## config.mk

```make
export PLATFORM = sky130hd
export DESIGN_NAME = counter_share_ctrl
export DESIGN_NICKNAME = d
export VERILOG_FILES = /design/src/rtl/counter_pkg.sv /design/src/rtl/cnt_core.sv /design/src/rtl/counter_share_ctrl.sv
export SDC_FILE = /design/constraint.sdc
export NUM_CORES = 1
export LEC_CHECK = 0
export ABC_AREA = 1
export BUFFER_PORTS_ARGS = -buffer_cell sky130_fd_sc_hd__buf_4
export CORE_ASPECT_RATIO = 0.7
export CORE_MARGIN = 5
export CORE_UTILIZATION = 40
export CTS_BUF_LIST = sky130_fd_sc_hd__clkbuf_4 sky130_fd_sc_hd__clkbuf_8
export DETAILED_ROUTE_END_ITERATION = 10
export PLACE_DENSITY_LB_ADDON = 0.15
export RECOVER_POWER = 25
export SLEW_MARGIN = 20
export SYNTH_ARGS = -nofsm -noshare
export SYNTH_HDL_FRONTEND = slang
export SYNTH_SLANG_ARGS = --single-unit
```

## constraint.sdc

```tcl
create_clock -name clk -period 2.2 [get_ports clk]
set_input_delay 0.44 -clock clk [delete_from_list [all_inputs] [get_ports clk]]
set_output_delay 0.44 -clock clk [all_outputs]
set_load 0.005 [all_outputs]
```

## src/rtl/counter_pkg.sv

```systemverilog
`default_nettype none
// ============================================================================
// Module      : counter_pkg
// Description : Shared state encodings and width default for the
//               shared-counter controller.
// Revision    : 1.0 - initial release
// ============================================================================
package counter_pkg;

  localparam int C_WIDTH_DEFAULT = 4;

  typedef enum logic [1:0] {
    IDLE = 2'd0,
    RUN  = 2'd1,
    DONE = 2'd2
  } state_t;

endpackage : counter_pkg
`default_nettype wire

```

## src/rtl/cnt_core.sv

```systemverilog
`default_nettype none
// ============================================================================
// Module      : cnt_core
// Description : Synchronous up-counter with clear (priority) and enable.
// Revision    : 1.0 - initial release
// ============================================================================
module cnt_core
  import counter_pkg::*;
#(
  parameter int WIDTH = C_WIDTH_DEFAULT
) (
  input  logic             clk,
  input  logic             rst,
  input  logic             clr,
  input  logic             en,
  output logic [WIDTH-1:0] q
);

  localparam logic [WIDTH-1:0] C_ONE = {{(WIDTH-1){1'b0}}, 1'b1};

  always_ff @(posedge clk) begin
    if (rst) begin
      q <= '0;
    end else if (clr) begin
      q <= '0;
    end else if (en) begin
      q <= q + C_ONE;
    end
  end

endmodule : cnt_core
`default_nettype wire

```

## src/rtl/counter_share_ctrl.sv

```systemverilog
`default_nettype none
// ============================================================================
// Module      : counter_share_ctrl
// Description : Round-robin arbiter granting one shared up-counter to two
//               requesters; counts to a latched target and pulses done.
// Revision    : 1.0 - initial release
// ============================================================================
module counter_share_ctrl
  import counter_pkg::*;
#(
  parameter int WIDTH = C_WIDTH_DEFAULT
) (
  input  logic             clk,
  input  logic             rst,
  input  logic [1:0]       req,
  input  logic [WIDTH-1:0] tgt0,
  input  logic [WIDTH-1:0] tgt1,
  output logic [1:0]       gnt,
  output logic [1:0]       done,
  output logic             busy,
  output logic [WIDTH-1:0] cnt
);

  state_t           r_state;
  state_t           w_state_nxt;
  logic [1:0]       r_gnt;
  logic [1:0]       w_gnt_nxt;
  logic [1:0]       r_done;
  logic [1:0]       w_done_nxt;
  logic [WIDTH-1:0] r_tgt_q;
  logic [WIDTH-1:0] w_tgt_nxt;
  logic             r_prio;      // requester that wins the next tie
  logic             w_prio_nxt;
  logic             w_win;
  logic             w_owner;
  logic             w_owner_req;
  logic             w_at_tgt;
  logic             w_cnt_clr;
  logic             w_cnt_en;

  cnt_core #(
    .WIDTH (WIDTH)
  ) u_cnt_core (
    .clk (clk),
    .rst (rst),
    .clr (w_cnt_clr),
    .en  (w_cnt_en),
    .q   (cnt)
  );

  always_comb begin
    w_win = 1'b0;
    case (req)
      2'b01:   w_win = 1'b0;
      2'b10:   w_win = 1'b1;
      2'b11:   w_win = r_prio;
      default: w_win = 1'b0;
    endcase
  end

  assign w_owner     = r_gnt[1];
  assign w_owner_req = req[w_owner];
  assign w_at_tgt    = (cnt == r_tgt_q);

  always_ff @(posedge clk) begin
    if (rst) begin
      r_state <= IDLE;
      r_gnt   <= 2'b00;
      r_done  <= 2'b00;
      r_tgt_q <= '0;
      r_prio  <= 1'b0;
    end else begin
      r_state <= w_state_nxt;
      r_gnt   <= w_gnt_nxt;
      r_done  <= w_done_nxt;
      r_tgt_q <= w_tgt_nxt;
      r_prio  <= w_prio_nxt;
    end
  end

  always_comb begin
    w_state_nxt = r_state;
    w_gnt_nxt   = r_gnt;
    w_done_nxt  = 2'b00;
    w_tgt_nxt   = r_tgt_q;
    w_prio_nxt  = r_prio;
    w_cnt_clr   = 1'b0;
    w_cnt_en    = 1'b0;
    case (r_state)
      IDLE: begin
        if (req != 2'b00) begin
          w_state_nxt = RUN;
          w_gnt_nxt   = w_win ? 2'b10 : 2'b01;
          w_tgt_nxt   = w_win ? tgt1 : tgt0;
          w_cnt_clr   = 1'b1;
        end
      end
      RUN: begin
        // An abandoned request wins over reaching the target: no done pulse.
        if (!w_owner_req) begin
          w_state_nxt = IDLE;
          w_gnt_nxt   = 2'b00;
          w_prio_nxt  = ~w_owner;
        end else if (w_at_tgt) begin
          w_state_nxt = DONE;
          w_done_nxt  = r_gnt;
        end else begin
          w_cnt_en = 1'b1;
        end
      end
      DONE: begin
        w_state_nxt = IDLE;
        w_gnt_nxt   = 2'b00;
        w_prio_nxt  = ~w_owner;
      end
      default: begin
        w_state_nxt = IDLE;
        w_gnt_nxt   = 2'b00;
      end
    endcase
  end

  assign gnt  = r_gnt;
  assign done = r_done;
  assign busy = (r_state != IDLE);

endmodule : counter_share_ctrl
`default_nettype wire

```

# ---- Yosys cells after proc, flatten, opt, wreduce, memory -nomap -nowiden
# Index checks and enable logic that the tools add are counted.
dict set report word_totals {
  register_bits 15
}
dict set report op_classes {
  n_addsub 1
  order_cmp 1
  n_eq_ne 8
  muxes 19
  n_bitwise 4
  n_reduce_logical 10
}
# op n
set op_table {}
lappend op_table {{2-to-1 mux 2 bit} 6}
lappend op_table {{2-to-1 mux 1 bit} 8}
lappend op_table {{case mux 2 bit (2 select lines)} 2}
lappend op_table {{AND reduction 2 bit} 4}
lappend op_table {{== test 2 bit (second input constant)} 3}
lappend op_table {{nonzero test 2 bit} 3}
lappend op_table {{adder 4 x 1 -> 4 bit (second input constant)} 1}
lappend op_table {{== test 4 bit} 1}
lappend op_table {{2-to-1 mux 4 bit} 1}
lappend op_table {{!= test 2 bit (second input constant)} 2}
lappend op_table {{NOT 1 bit} 4}
lappend op_table {{case mux 1 bit (2 select lines)} 2}
lappend op_table {{OR reduction 4 bit} 1}
lappend op_table {{!= test 3 bit (second input constant)} 1}
lappend op_table {{== test 2 x 1 -> 1 bit (second input constant)} 1}
lappend op_table {{logical NOT 2 bit} 1}
lappend op_table {{less-than comparator 1 x 2 -> 1 bit (second input constant)} 1}
lappend op_table {{OR reduction 2 bit} 1}

# ---- Longest topological paths before layout
# Gate-level depths: netlist of the first run.
dict set report logic_depth {
  ltp_word 5
  mapped_depth 9
  mapped_depth_nobuf 9
}

# ---- Cells and area by module
# Synthesis of the first run repeated with hierarchy kept, for this count alone.
dict set report unflattened {
  cells_unflattened 116
  area_unflattened_um2 768.2
}
# module instances cells_per_inst area_each_um2 seq_area_each_um2
set modules_own_cells {}
lappend modules_own_cells {counter_share_ctrl 1 94 599.3 220.2}
lappend modules_own_cells {cnt_core 1 22 168.9 80.1}

# ---- Worst setup path after synthesis of the first run
# No wires, ideal clock.
dict set report synth_path {
  kind {flip-flop to flip-flop}
  from {reg r_state[1]}
  to {reg r_tgt_q[2]}
  arrival_ns 1.001
  path_slack_ns 1.078
  path_stages_with_launch 8
  n_path_buf 0
  path_cell_list {dfxtp_1 > inv_1 > ha_1 > inv_1 > a21oi_1 > inv_1 > nand2_1 > o22ai_1}
}
dict set report synth_between {
  elab_chain_cells 2
}
# element line_no
set synth_rtl {}
lappend synth_rtl {{start, declared} counter_share_ctrl.sv:24} ;# state_t r_state;
lappend synth_rtl {{start signal, assigned} counter_share_ctrl.sv:73} ;# r_state <= w_state_nxt;
lappend synth_rtl {{logical NOT 2 bit} counter_share_ctrl.sv:89} ;# case (r_state)
lappend synth_rtl {{AND reduction 2 bit (no source line)} -}
lappend synth_rtl {{end signal, assigned} counter_share_ctrl.sv:76} ;# r_tgt_q <= w_tgt_nxt;
lappend synth_rtl {{end, declared} counter_share_ctrl.sv:30} ;# logic [WIDTH-1:0] r_tgt_q;
# Every way passes these cells.
# A chain may end at the register's enable or synchronous reset.

# ---- Worst setup path in the final report of the first run
dict set report layout_path {
  from {reg r_state[0]}
  to {out busy}
}
dict set report layout_between {
  elab_chain_cells 1
}
# element line_no
set layout_rtl {}
lappend layout_rtl {{nonzero test 2 bit} counter_share_ctrl.sv:125} ;# assign busy = (r_state != IDLE);
lappend layout_rtl {{end, declared} counter_share_ctrl.sv:20} ;# output logic busy,
# Every way passes these cells.

==> impl_metrics.csv, run 1 <==
group,metric,value,unit
sta,maxSlewHeadroom,80.6,%
cts,cts.sinks,15,
outcome,outcome,"complete, no violations",
sta,hold_viol,0,
worst_hold_path,min_from,"rst",
logic_synthesis,ys_types,18,
sta,setup_viol,0,
run,max_cap_viol_count,0,
grt,antenna_found_initial,0,
logic_synthesis,ys_seq_area_share,39.0,%
setup_path,r2r_start,"r_state[1]",
routing,wirelength,1.78,mm
routing,via_per_inst,4.79,
grt,grt_pass1_wl,3.05,mm
place,numPlacedInstances,156,
setup_path,worstSetupStartpointType,"flop",
grt,grt_start_max_net_pins,9,
cts,cts_buffers,3,
cts,clk_pin_slew,0.08,ns
floorplan,core,1840,sq um
finish,final_cell_mix,"39 x nand2_1, 18 x inv_1, 17 x buf_4",
sta,setup-tns-final,0,ns
cts,htreeDepth,1,
logic_synthesis,netlist_area,771,sq um
floorplan,rows,13,
worst_hold_path,hold_path_class,"in2reg",
setup_path,rr_worst_depth,7,
place,io_buffer_count,20,
setup_path,crit_path_end,"busy",
setup_path,cp.required,1.76,ns
finish,antennaDiodeCount,0,
place,gp_congestion,0.787,
cts,clockRootBuffer,"clkbuf_4",
sta,timing.fmax,661,MHz
logic_synthesis,syn_inst,114,
routing,vias,767,
finish,synthToLayoutAreaGrowth,26.6,%
sta,setup_slack,0.687,ns
setup_path,rr_endpoint,"r_tgt_q[0]",
setup_path,crit_arrival,1.07,ns
sta,tightestPinTransition,0.291,ns
setup_path,r2r_slack,0.88,ns
setup_path,crit_fanout,2,
place,post-place-ws,0.788,ns
routing,drt_pre_antenna_iters,4,
logic_synthesis,ys_ff_latch,15,
floorplan,die_h,46.7,microns
logic_synthesis,synth_fp_nets,129,
cts,insertion_delay,0.29,ns
routing,antenna_left,0,
setup_path,startpoint,"r_state[0]",
routing,wl_per_cell,11.1,microns
finish,drive_gt1_share,23.9,%
floorplan,num_io_pins,21,
routing,drc_errors,0,
finish,mostFrequentLayoutCell,"nand2_1",
cts,post_cts_resized,0,
floorplan,initial_core_util,41.9,%
finish,nNetsFinal,154,
floorplan,die_x,62.5,microns
sta,min_period,1.51,ns
grt,overflow,0,
cts,clockBufferDepth,2,
logic_synthesis,synth.avg_cell_area,6.76,sq um
floorplan,die_area,2920,sq um
grt,grt_pass1_vias,714,
cts,postCtsSetupBuffers,0,
routing,drt-initial-drc-count,40,
sta,finalMaxSlewViolations,0,
place,dp_hpwl,1.46,mm
grt,grt_use_total,13.6,%
sta,rsz0062_at_grt,"false",
cts,cts_tree,"done",
sta,period_share,68.8,%
finish,instances_no_fill,160,
cts,holdBufCountCts,0,
power_and_ir_drop,p_leak,0.000488,uW
setup_path,critical_path_class,"reg2out",
sta,clock_skew,0.00417,ns
power_and_ir_drop,power.density,681,nW/um^2
logic_synthesis,ys_warn_count,0,
setup_path,crit_path_end_kind,"primary output",
power_and_ir_drop,peakVddDrop,0.402,mV
[cells by family after synthesis]
| kind of cell | Yosys count | share of synthesized area [%] |
|---|---|---|
| xor+xnor | 2 | 2.27 |
| buf+inv | 20 | 9.74 |
| simple gates | 58 | 32.6 |
| compound gates | 16 | 11.5 |
| flops | 15 | 39.0 |
| fa+ha+maj | 3 | 4.87 |
[Yosys cell counts]
cell     number  area (sq um)
dfxtp_1      15           300
ha_1          3          37.5
o22ai_1       1          6.26
o21ai_2       1          8.76
o21ai_1       4          20.0
inv_1        17          63.8
nor2_2        2          12.5
a21oi_2       1          8.76
nand3_1       9          45.0
nand4_1       1          6.26
a21oi_1       6          30.0
inv_2         3          11.3
xor2_1        2          17.5
nand2_4       1          11.3
nor2_1        4          15.0
o21ai_0       3          15.0
nand2_2       3          18.8
nand2_1      38           143
[where the power goes]
part / switching, uW / internal [uW] / total (uW)
clock network: 91.9 / 83.0 / 175
registers: 14.0 / 296 / 310
logic: 108 / 71.1 / 179
total: 214 / 451 / 664
[metal layers]
metal / part of all wire, % / GRT usage, %
met1: 47 / 17.1
met5: 0 / 0
met4: 2.5 / 8.90
met3: 6.5 / 5.37
met2: 44 / 19.8
[state kept, by name, summed over array words and instances (netlist names)]
signal / flops
r_prio: 1
done: 2
u_cnt_core.q: 4
r_tgt_q: 4
gnt: 2
r_state: 2
[critical path, stage by stage (launching register included)]
cell and delay [ns]:
dfxtp_1 0.34, inv_1 0.06, ha_1 0.21, inv_1 0.07
buf_4 0.10
[worst min path at each step]
stage | to | cells after the start
finish | r_prio | 2
global route | r_prio | 2
CTS | r_prio | 2
detailed placement | done[0] | 2
global placement | done[0] | 2
floorplan | done[0] | 2
[per-stage QoR]
stage	hold WS [ns]	util, %	total power, uW	area, sq um
after global routing	0.302	53.1	713	976
final	0.312	53.1	664	976
after floorplan	0.447	-	439	771
after CTS	0.309	53.2	675	978
after detailed placement	0.458	51.6	500	948
after global placement	0.453	51.6	497	948
[layout make-up]
type / instances / area, sq um
clock buffer: 4 / 30.0
timing repair buffer: 20 / 150
multi-input combinational: 79 / 393
inverter: 20 / 75.1
sequential: 15 / 300
tap: 22 / 27.5
fill: 184 / 862
Power figures use the tool's default switching activity.
==> inputs of run 2 (changes only) <==
Clock period 2.2 ns to 1.35 ns, I/O delays scaled along.
==> impl_metrics.csv, run 2 (synthesis gave the netlist of run 1 again) <==
group,metric,value,unit
sta,timing.fmax,780,MHz
cts,insertion_delay,0.29,ns
finish,reg.largest.list,"r_tgt_q: 4 flops, u_cnt_core.q: 4 flops",
sta,min_period,1.28,ns
sta,hold_viol,0,
setup_path,slowest_stage,"dfxtp_1",
finish,final_util,54.3,%
sta,period_share,95.0,%
setup_path,cp_top_family,"flip-flops",
grt,grt_pass1_wl,3.06,mm
setup_path,worstSetupStartpointType,"flop",
floorplan,initial_core_util,41.9,%
sta,tightestPinTransition,0.262,ns
setup_path,path_buf_inv,3,
worst_hold_path,hold_path_class,"in2reg",
finish,final_cell_mix,"38 x nand2_1, 18 x buf_4, 14 x inv_1",
cts,clockRootBuffer,"clkbuf_4",
grt,grt_start_max_net_pins,10,
place,io_buffer_count,20,
routing,wl_per_cell,10.7,microns
cts,holdBufCountCts,0,
setup_path,critical_path_class,"reg2out",
finish,nNetsFinal,156,
routing,drc_errors,0,
sta,maxSlewHeadroom,82.5,%
setup_path,path_common_cell,"inv_2",
setup_path,max_stage_delay,0.31,ns
place,dp_hpwl,1.39,mm
floorplan,die_area,2920,sq um
finish,antennaDiodeCount,0,
finish,drive_gt1_share,31.4,%
routing,antenna_left,0,
floorplan,die_x,62.5,microns
run,max_cap_viol_count,0,
power_and_ir_drop,peakVddDrop,0.712,mV
cts,htreeDepth,1,
cts,cts_tree,"done",
cts,clockBufferDepth,2,
outcome,outcome,"complete, no violations",
sta,finalMaxSlewViolations,0,
sta,rsz0062_at_grt,"false",
grt,grt_pass1_vias,693,
routing,wirelength,1.74,mm
sta,setup_viol,0,
setup_path,crit_path_end_kind,"primary output",
power_and_ir_drop,p_leak,0.000494,uW
grt,grt_use_total,13.5,%
grt,overflow,0,
setup_path,cp.required,1.08,ns
place,gp_congestion,0.779,
finish,synthToLayoutAreaGrowth,29.4,%
floorplan,die_h,46.7,microns
floorplan,num_io_pins,21,
finish,mostFrequentLayoutCell,"nand2_1",
floorplan,core,1840,sq um
sta,clock_skew,0.00694,ns
floorplan,rows,13,
power_and_ir_drop,power.density,1080,nW/um^2
routing,drt-initial-drc-count,24,
sta,setup-tns-final,0,ns
routing,vias,770,
setup_path,crit_fanout,3,
cts,cts_buffers,3,
setup_path,crit_chain,"inv_2 -> ha_2 -> inv_2 -> buf_4",
setup_path,crit_arrival,1.01,ns
cts,clk_pin_slew,0.09,ns
cts,cts.sinks,15,
grt,antenna_found_initial,0,
routing,drt_pre_antenna_iters,4,
routing,via_per_inst,4.75,
run 2: cell types whose count changed in the layout (fill, tap and decap cells not counted):
| cell | delta |
|---|---|
| nand2_2 | +1 |
| ha_1 | -1 |
| inv_2 | +4 |
| nand2_1 | -1 |
| dfxtp_1 | -3 |
| buf_4 | +1 |
| dfxtp_2 | +3 |
| ha_2 | +1 |
| clkinv_2 | +1 |
| inv_1 | -4 |
run 2: cell type report:
type / instances / area [sq um]
fillers: 187 / 841
clock buffers: 3 / 22.5
multi-input cells: 79 / 398
repair buffers: 22 / 165
clock inverters: 1 / 5.00
well taps: 22 / 27.5
inverters: 20 / 75.1
flip-flops and latches: 15 / 304
run 2: worst register-to-register path, delay by kind of cell, from the launching register on:
kind,cells,cell delay [ns]
AOI/OAI and AO/OA,2,0.28
adders and majority gates,1,0.18
DFF,1,0.31
and+or+nand+nor,1,0.21
buffers and inverters,3,0.17
run 2: path summary, 6_finish.rpt:
check / cells after the start / slack [ns] / start / to
max reg2reg: 7 / 0.10 / r_state[1] / r_tgt_q[2]
max: 4 / 0.07 / r_state[1] / busy
min reg2reg: 2 / 0.48 / gnt[0] / done[0]
min: 2 / 0.16 / rst / r_prio
run 2: report_power, final:
group | switching (uW) | total, uW | leakage (uW) | internal, uW
registers | 23.8 | 508 | 0.000124 | 484
clock network | 148 | 258 | 0.0000177 | 110
logic | 184 | 311 | 0.000352 | 126
run 2: what timing repair did:
action / CTS / global route
pin swaps: 0 / 1
setup endpoints to repair: 1 / 10
setup buffers: 0 / 1
gates resized for setup: 1 / 6
run 2: routing by layer:
metal,vias to the layer above,global-route usage [%],wire (microns)
met5,-,0,0
li1,410,-,-
met1,331,16.9,851
met2,27,21.3,740
met3,2,6.10,135
met4,0,3.81,10
run 2: stage by stage:
stage               total power, uW  hold WS, ns  setup WS [ns]  instance area [sq um]  std cells
global placement                806        0.454          0.145                    956        157
CTS                            1080        0.148        0.00308                    985        161
global route                   1170        0.153        0.00362                    997        162
detailed placement              815        0.458         0.0765                    956        157
finish                         1080        0.156         0.0682                    997        162
floorplan                       715        0.339          0.228                    771        114
